**config.mk**
```make
export PLATFORM = sky130hd
export DESIGN_NAME = rx_fifo_avalon_flat
export DESIGN_NICKNAME = d
export VERILOG_FILES = /design/src/rtl/rx_fifo_avalon_if.sv /design/src/rtl/rx_fifo_avalon.sv /design/src/flat_wrapper.sv
export SDC_FILE = /design/constraint.sdc
export NUM_CORES = 1
export LEC_CHECK = 0
export ABC_AREA = 1
export CAP_MARGIN = 20
export CORE_MARGIN = 2
export CORE_UTILIZATION = 59
export CTS_BUF_LIST = sky130_fd_sc_hd__clkbuf_8
export DETAILED_ROUTE_END_ITERATION = 6
export GPL_TIMING_DRIVEN = 0
export HOLD_SLACK_MARGIN = 0.03
export PLACE_DENSITY = 0.79
export SYNTH_ARGS = -nofsm -noshare
export SYNTH_HDL_FRONTEND = slang
export SYNTH_SLANG_ARGS = --single-unit
export TNS_END_PERCENT = 30
```
**constraint.sdc**
```tcl
create_clock -name clk -period 2.8 [get_ports clk]
set_clock_uncertainty 0.2 [all_clocks]
set_input_delay 0.56 -clock clk [delete_from_list [all_inputs] [get_ports clk]]
set_output_delay 0.56 -clock clk [all_outputs]
set_load 0.1 [all_outputs]
```
**src/rtl/rx_fifo_avalon_if.sv**
```systemverilog
// Avalon-MM slave bus plus the UART RX load side and interrupt line of the RX FIFO.
// The master side is whoever drives the bus and the deserialiser strobe.
interface rx_fifo_avalon_if #(
    parameter int DATA_W = 9
);
    logic [1:0]        address;
    logic              chipselect;
    logic              read;
    logic              write;
    logic [31:0]       writedata;
    logic [31:0]       readdata;
    logic [DATA_W-1:0] RX_data;
    logic              load;
    logic              irq;

    modport master (
        output address, chipselect, read, write, writedata, RX_data, load,
        input  readdata, irq
    );

    modport slave (
        input  address, chipselect, read, write, writedata, RX_data, load,
        output readdata, irq
    );
endinterface

```
**src/rtl/rx_fifo_avalon.sv**
```systemverilog
// DEPTH-entry receive FIFO between the UART RX deserialiser and an Avalon-MM slave port,
// with status/count, sticky overrun, threshold interrupt and software flush.
module rx_fifo_avalon #(
    parameter  int DATA_W = 9,
    parameter  int DEPTH  = 16,
    localparam int PTR_W  = $clog2(DEPTH)
) (
    input  logic             clk,
    input  logic             reset_n,
    rx_fifo_avalon_if.slave  bus
);

    logic [DATA_W-1:0] mem [DEPTH];
    logic [PTR_W-1:0]  wr_ptr;
    logic [PTR_W-1:0]  rd_ptr;
    logic [PTR_W:0]    count;
    logic [PTR_W:0]    count_next;
    logic              overrun;
    logic              overrun_next;
    logic              irq_en;
    logic [7:0]        threshold;
    logic              irq_next;
    logic              thr_hit;

    logic              bus_wr;
    logic              bus_rd;
    logic              empty;
    logic              full;
    logic              pop;
    logic              push;
    logic              flush;
    logic              ovr_set;
    logic              ovr_clr;

    logic [31:0]       rd_word_p0;
    logic [31:0]       readdata_p1;
    logic              irq_p1;
    logic              unused_wdata;

    // A threshold of zero would fire permanently, so it is promoted to one.
    function automatic logic [7:0] norm_threshold(input logic [7:0] t);
        return (t == 8'd0) ? 8'd1 : t;
    endfunction

    assign unused_wdata = ^{bus.writedata[31:16], bus.writedata[7:2]};

    always_comb begin
        bus_wr  = bus.chipselect & bus.write;
        bus_rd  = bus.chipselect & bus.read & ~bus.write;
        empty   = (count == '0);
        full    = (count == (PTR_W+1)'(DEPTH));
        pop     = bus_rd & (bus.address == 2'd0) & ~empty;
        flush   = bus_wr & (bus.address == 2'd3) & bus.writedata[0];
        ovr_clr = bus_wr & (bus.address == 2'd3) & bus.writedata[1];
        push    = bus.load & ~flush & (~full | pop);
        ovr_set = bus.load & ~flush & full & ~pop;

        count_next = count;
        if (flush) begin
            count_next = '0;
        end else if (push && !pop) begin
            count_next = count + (PTR_W+1)'(1);
        end else if (pop && !push) begin
            count_next = count - (PTR_W+1)'(1);
        end

        overrun_next = ovr_set | (overrun & ~ovr_clr);
        thr_hit      = (9'(count_next) >= 9'(threshold));
        irq_next     = irq_en & (thr_hit | overrun_next);
    end

    // Stage p0: read mux, zero whenever the cycle carries no valid read.
    always_comb begin
        rd_word_p0 = '0;
        if (bus_rd) begin
            case (bus.address)
                2'd0: begin
                    if (!empty) begin
                        rd_word_p0[DATA_W-1:0] = mem[rd_ptr];
                        rd_word_p0[DATA_W]     = 1'b1;
                    end
                end
                2'd1: begin
                    rd_word_p0[0]           = empty;
                    rd_word_p0[1]           = full;
                    rd_word_p0[2]           = overrun;
                    rd_word_p0[3]           = irq_p1;
                    rd_word_p0[8 +: PTR_W+1] = count;
                end
                2'd2: begin
                    rd_word_p0[0]    = irq_en;
                    rd_word_p0[15:8] = threshold;
                end
                default: rd_word_p0 = '0;
            endcase
        end
    end

    // Stage p1: registered control state and bus outputs.
    always_ff @(posedge clk or negedge reset_n) begin
        if (!reset_n) begin
            wr_ptr      <= '0;
            rd_ptr      <= '0;
            count       <= '0;
            overrun     <= 1'b0;
            irq_en      <= 1'b0;
            threshold   <= 8'd1;
            irq_p1      <= 1'b0;
            readdata_p1 <= '0;
        end else begin
            if (flush) begin
                wr_ptr <= '0;
                rd_ptr <= '0;
            end else begin
                if (push) wr_ptr <= wr_ptr + PTR_W'(1);
                if (pop)  rd_ptr <= rd_ptr + PTR_W'(1);
            end
            count       <= count_next;
            overrun     <= overrun_next;
            irq_p1      <= irq_next;
            readdata_p1 <= rd_word_p0;
            if (bus_wr && bus.address == 2'd2) begin
                irq_en    <= bus.writedata[0];
                threshold <= norm_threshold(bus.writedata[15:8]);
            end
        end
    end

    // Storage is left unreset; stale entries are unreachable once count is zero.
    always_ff @(posedge clk) begin
        if (push) mem[wr_ptr] <= bus.RX_data;
    end

    assign bus.readdata = readdata_p1;
    assign bus.irq      = irq_p1;

endmodule

```
**src/flat_wrapper.sv**
```systemverilog
// flat-port wrapper written by rule: the top's interface ports become plain ports
module rx_fifo_avalon_flat 
#(
    parameter  int DATA_W = 9,
    parameter  int DEPTH  = 16,
    localparam int PTR_W  = $clog2(DEPTH)
)
  (clk, reset_n, bus_address, bus_chipselect, bus_read, bus_write, bus_writedata, bus_RX_data, bus_load, bus_readdata, bus_irq);
  rx_fifo_avalon_if #(.DATA_W(DATA_W)) bus_i ();
  input  logic clk;
  input  logic reset_n;
  input wire logic [$bits(bus_i.address)-1:0] bus_address;
  input wire logic [$bits(bus_i.chipselect)-1:0] bus_chipselect;
  input wire logic [$bits(bus_i.read)-1:0] bus_read;
  input wire logic [$bits(bus_i.write)-1:0] bus_write;
  input wire logic [$bits(bus_i.writedata)-1:0] bus_writedata;
  input wire logic [$bits(bus_i.RX_data)-1:0] bus_RX_data;
  input wire logic [$bits(bus_i.load)-1:0] bus_load;
  output wire logic [$bits(bus_i.readdata)-1:0] bus_readdata;
  output wire logic [$bits(bus_i.irq)-1:0] bus_irq;
  assign bus_i.address = bus_address;
  assign bus_i.chipselect = bus_chipselect;
  assign bus_i.read = bus_read;
  assign bus_i.write = bus_write;
  assign bus_i.writedata = bus_writedata;
  assign bus_i.RX_data = bus_RX_data;
  assign bus_i.load = bus_load;
  assign bus_readdata = bus_i.readdata;
  assign bus_irq = bus_i.irq;
  rx_fifo_avalon #(.DATA_W(DATA_W), .DEPTH(DEPTH)) u_core (.clk(clk), .reset_n(reset_n), .bus(bus_i));
endmodule
```
==> summary.txt <==
Clock network
  • CTS tree: yes
  • Clk pin slew, worst setup/hold paths: approximately 90 ps
  • CTS Sinks: 184
  • Clock buffer depth: 2
  • Clk Latency, worst-skew pair: 480 ps
  • CTS root buffer: clkbuf_8
  • H-tree depth: 4
  • TritonCTS Buffers: 17

Layout
  • Core Util, Final: 70.7%
  • P&R area growth vs syn: 16.2%
  • Register area: 5330 µm²
  • Final nets: 911
  • Layout cell share with drive strength beyond 1: 14.2%
  • Final std cells w/o fill: 1,034
  • Layout fillers: 915
  • Multi-input gate area: 2410 µm²
  • N_diodes: 0

Power and ir drop
  • Int Pwr: between 4 and 5 mW
  • VDD IR max: 0.000572 V
  • Switching pwr: 2.74 mW
  • PwrDens: between 700 and 800 nW/µm²
  • Clock power share: 24.2%
  • Seq pwr share: roughly 45%
  • P_leak: 3.79 nW
  • Comb pwr share: 30.7%
  • Pwr Total: 7.48 mW
  • Switch share: 36.7%

STA
  • Unrepaired setup endpoints after global routing: true
  • Post-layout min period: 2800 ps
  • Setup tns final: 0 ps
  • Max Slew Vio Count: 0
  • Final worst slack: ~0.46 ps
  • Hold Violations, Final: 0
  • Fmax: 0.357 GHz
  • Worst slew margin: 34.4%
  • Worst Max-Slew Pin Slew: just under 1000 ps
  • Post-route clock period utilization: 100%
  • Final Setup Violations: 0

Placed design
  • PortBufs: 43
  • Dpl hpwl: 12,500 µm
  • Placed Cells: 993
  • Dpl ws: -835 ps
  • GPL Wtd Cong: about 0.9

Synthesis
  • Synthesized cell area: 8090 µm²
  • EDFF count, synth: 144
  • Top post-synthesis cells by area: edfxtp_1 (53%), dfrtp_1 (12%), nand2_1 (7.4%)
  • Syn Area/Cell: 10.7 µm²
  • Most frequent cell after synthesis: nand2_1
  • Sequential area share after synthesis: 65.9%
  • Asr flop ratio synth: 21.7%
  • Biggest area consumer among synthesized cells: edfxtp_1
  • Number of synthesized register bits: 184
  • Post-synth top area share: 53.5%
  • Gate Count Post-Synth: 759
  • Count of cell types in the netlist: 34
  • Synth cell count leaders: nand2_1 (160), edfxtp_1 (144), nand3_1 (82)
  • Syn. warnings: 0
  • Synth Flop Type: edfxtp_1

Drt
  • Final wirelength: 18,700 µm
  • Initial DRC Count: 758
  • Residual DRC: 0
  • DRT antenna net count: 0
  • DR WL/cell: roughly 18 µm
  • Drt pass-1 iters: 6
  • Via count: just under 6,000
  • Vias per cell: 5.73

Setup path
  • Critical path launch point: u_core.count[0]
  • Worst path slowest cell: dfrtp_1
  • CP max FO: 9
  • Crit path launch type: register
  • Reg-to-Reg Start: u_core.count[0]
  • Setup CP Type: reg2reg
  • Largest stage delay on the critical path: 420 ps
  • CP cell instances: inv_2 > ha_4 > nand2_1 > nor2_1 > nand2_2 > nand2_4 > nand3_4 > o21ai_0 > a21oi_1 > ha_1 > a21oi_2 > o21ai_1 > nand2_1 > nand3_1 > nor2_1 > nor2_1
  • CP Capture Type: register
  • Arr. time, crit path: about 3000 ps
  • Most common cell on crit path: nor2_1
  • Critical Path RT: just under 3000 ps

Global routing
  • Initial antenna violation count: 0
  • Vias in the first global route: 5,707
  • Total grt overflow: 0
  • GRT Total Usage: 26.9%
  • First-pass GRT wire length: approximately 29,000 µm
  • Largest net degree at the start of global routing: 41

Status
  • Status: finished clean

Floorplan
  • Initial Util: roughly three fifths
  • Io pins: 82
  • Die Area: 14,700 µm²
  • Die height: between 100 and 150 µm
  • Rows: 42
  • Die width: 121 µm
  • Core area: 13,300 µm²

Run
  • Max-Cap Viols: 0

Hold path
  • Hold/Removal Path Class: reg2reg
  • Hold_sp: u_core.irq_en
## per-stage QoR
step,hold WS [ps],instance area [µm²]
6_report,307,9400
4_1_cts,307,9310
5_1_grt,335,9400
2_1_floorplan,64.4,8140
3_3_place_gp,275,8790
3_5_place_dp,287,8790
## power groups by stage
stage          combinational (mW)  clock (mW)  sequential (mW)
3_3_place_gp                 1.99           0             3.42
4_1_cts                      2.16        1.80             3.37
5_1_grt                      2.50        1.92             3.40
6_report                     2.29        1.81             3.38
2_1_floorplan                1.41           0             3.45
3_5_place_dp                 2.07           0             3.43
## worst max-delay path: cells and delay by family (launching register included)
kind,cells,cell delay [ps]
AND/OR/NAND/NOR,9,920
AO/OA/AOI/OAI,4,510
adder cells (fa/ha/maj),2,500
flip-flops,1,420
buffers and inverters,1,140
## kinds of logic (layout without fill, tap and decap cells)
| logic type | Yosys count | count (layout) | share of synthesized area (%) |
|---|---|---|---|
| AOI/OAI and AO/OA | 88 | 88 | 5.93 |
| adders and majority gates | 17 | 17 | 2.63 |
| and+or+nand+nor | 344 | 344 | 18.2 |
| DFF | 184 | 184 | 65.9 |
| buffers and inverters | 119 | 203 | 6.62 |
| other | 1 | 16 | 0.0464 |
| xor gates and xnor gates | 6 | 6 | 0.650 |
## layer usage
metal  global-route usage [%]  vias up  wire, µm
met3                     5.17       61      1670
met1                     33.9     2820      7050
li1                         -     2699         -
met5                        0        -         0
met4                     12.9        0       562
met2                     44.8      344      9410
## path summary, 6_finish.rpt
| kind | slack (ps) | end | depth (start not counted) |
|---|---|---|---|
| max in group asynchronous | 1260 | u_core.irq_en | 2 |
| min reg2reg | 310 | u_core.irq_en | 2 |
| max | 0.5 | u_core.bus.irq | 16 |
| min | 310 | u_core.irq_en | 2 |
| min in group asynchronous | 550 | u_core.rd_ptr[2] | 2 |
| max reg2reg | 0.5 | u_core.bus.irq | 16 |
## sequential cells by signal, indices dropped and copies added (netlist names)
signal	count
u_core.bus.readdata	16
u_core.count	5
u_core.irq_en	1
u_core.overrun	1
u_core.mem	144
u_core.wr_ptr	4
u_core.threshold	8
u_core.rd_ptr	4
u_core.bus.irq	1
## cell type report
cell class / count / area share (%)
buffer: 48 / 2.84
clock buffer: 17 / 2.49
clock inverter: 15 / 1.80
inverter: 71 / 2.90
multi-input combinational: 471 / 25.7
sequential: 184 / 56.7
tap: 176 / 2.34
timing repair buffer: 52 / 5.27
## timing repair
action	in CTS	in global routing
hold buffers	1	0
resized for setup	30	17
endpoints found under the hold margin	28	0
pin swaps	3	6
setup endpoints to repair	145	90
setup buffers	3	5
## placed cells by master (no fill, tap or decap), types with 2 or more instances in the layout
cell type | netlist | routed
clkbuf_1 | 11 | 11
edfxtp_1 | 144 | 144
bufinv_16 | 0 | 2
a21oi_2 | 0 | 2
clkinv_4 | 0 | 2
dfrtp_1 | 39 | 39
ha_1 | 17 | 15
conb_1 | 1 | 16
xor2_1 | 5 | 5
nand2_1 | 160 | 158
nor3_1 | 7 | 6
inv_6 | 0 | 4
o21ai_1 | 2 | 3
nand3_1 | 82 | 82
inv_8 | 0 | 2
o22ai_1 | 10 | 10
clkdlybuf4s50_1 | 0 | 39
nand2_4 | 2 | 3
inv_1 | 65 | 62
o21ai_0 | 45 | 44
o211ai_1 | 8 | 8
dlygate4sd2_1 | 0 | 2
buf_1 | 4 | 4
inv_4 | 1 | 2
buf_2 | 15 | 16
inv_2 | 4 | 7
clkbuf_8 | 0 | 17
nor2_4 | 1 | 9
clkinv_2 | 0 | 3
nor2_1 | 75 | 56
nand4_1 | 6 | 6
nand2_2 | 4 | 5
buf_4 | 18 | 26
a21oi_1 | 21 | 19
nor2_2 | 3 | 14
No activity file was read; power rests on OpenSTA's default activity.
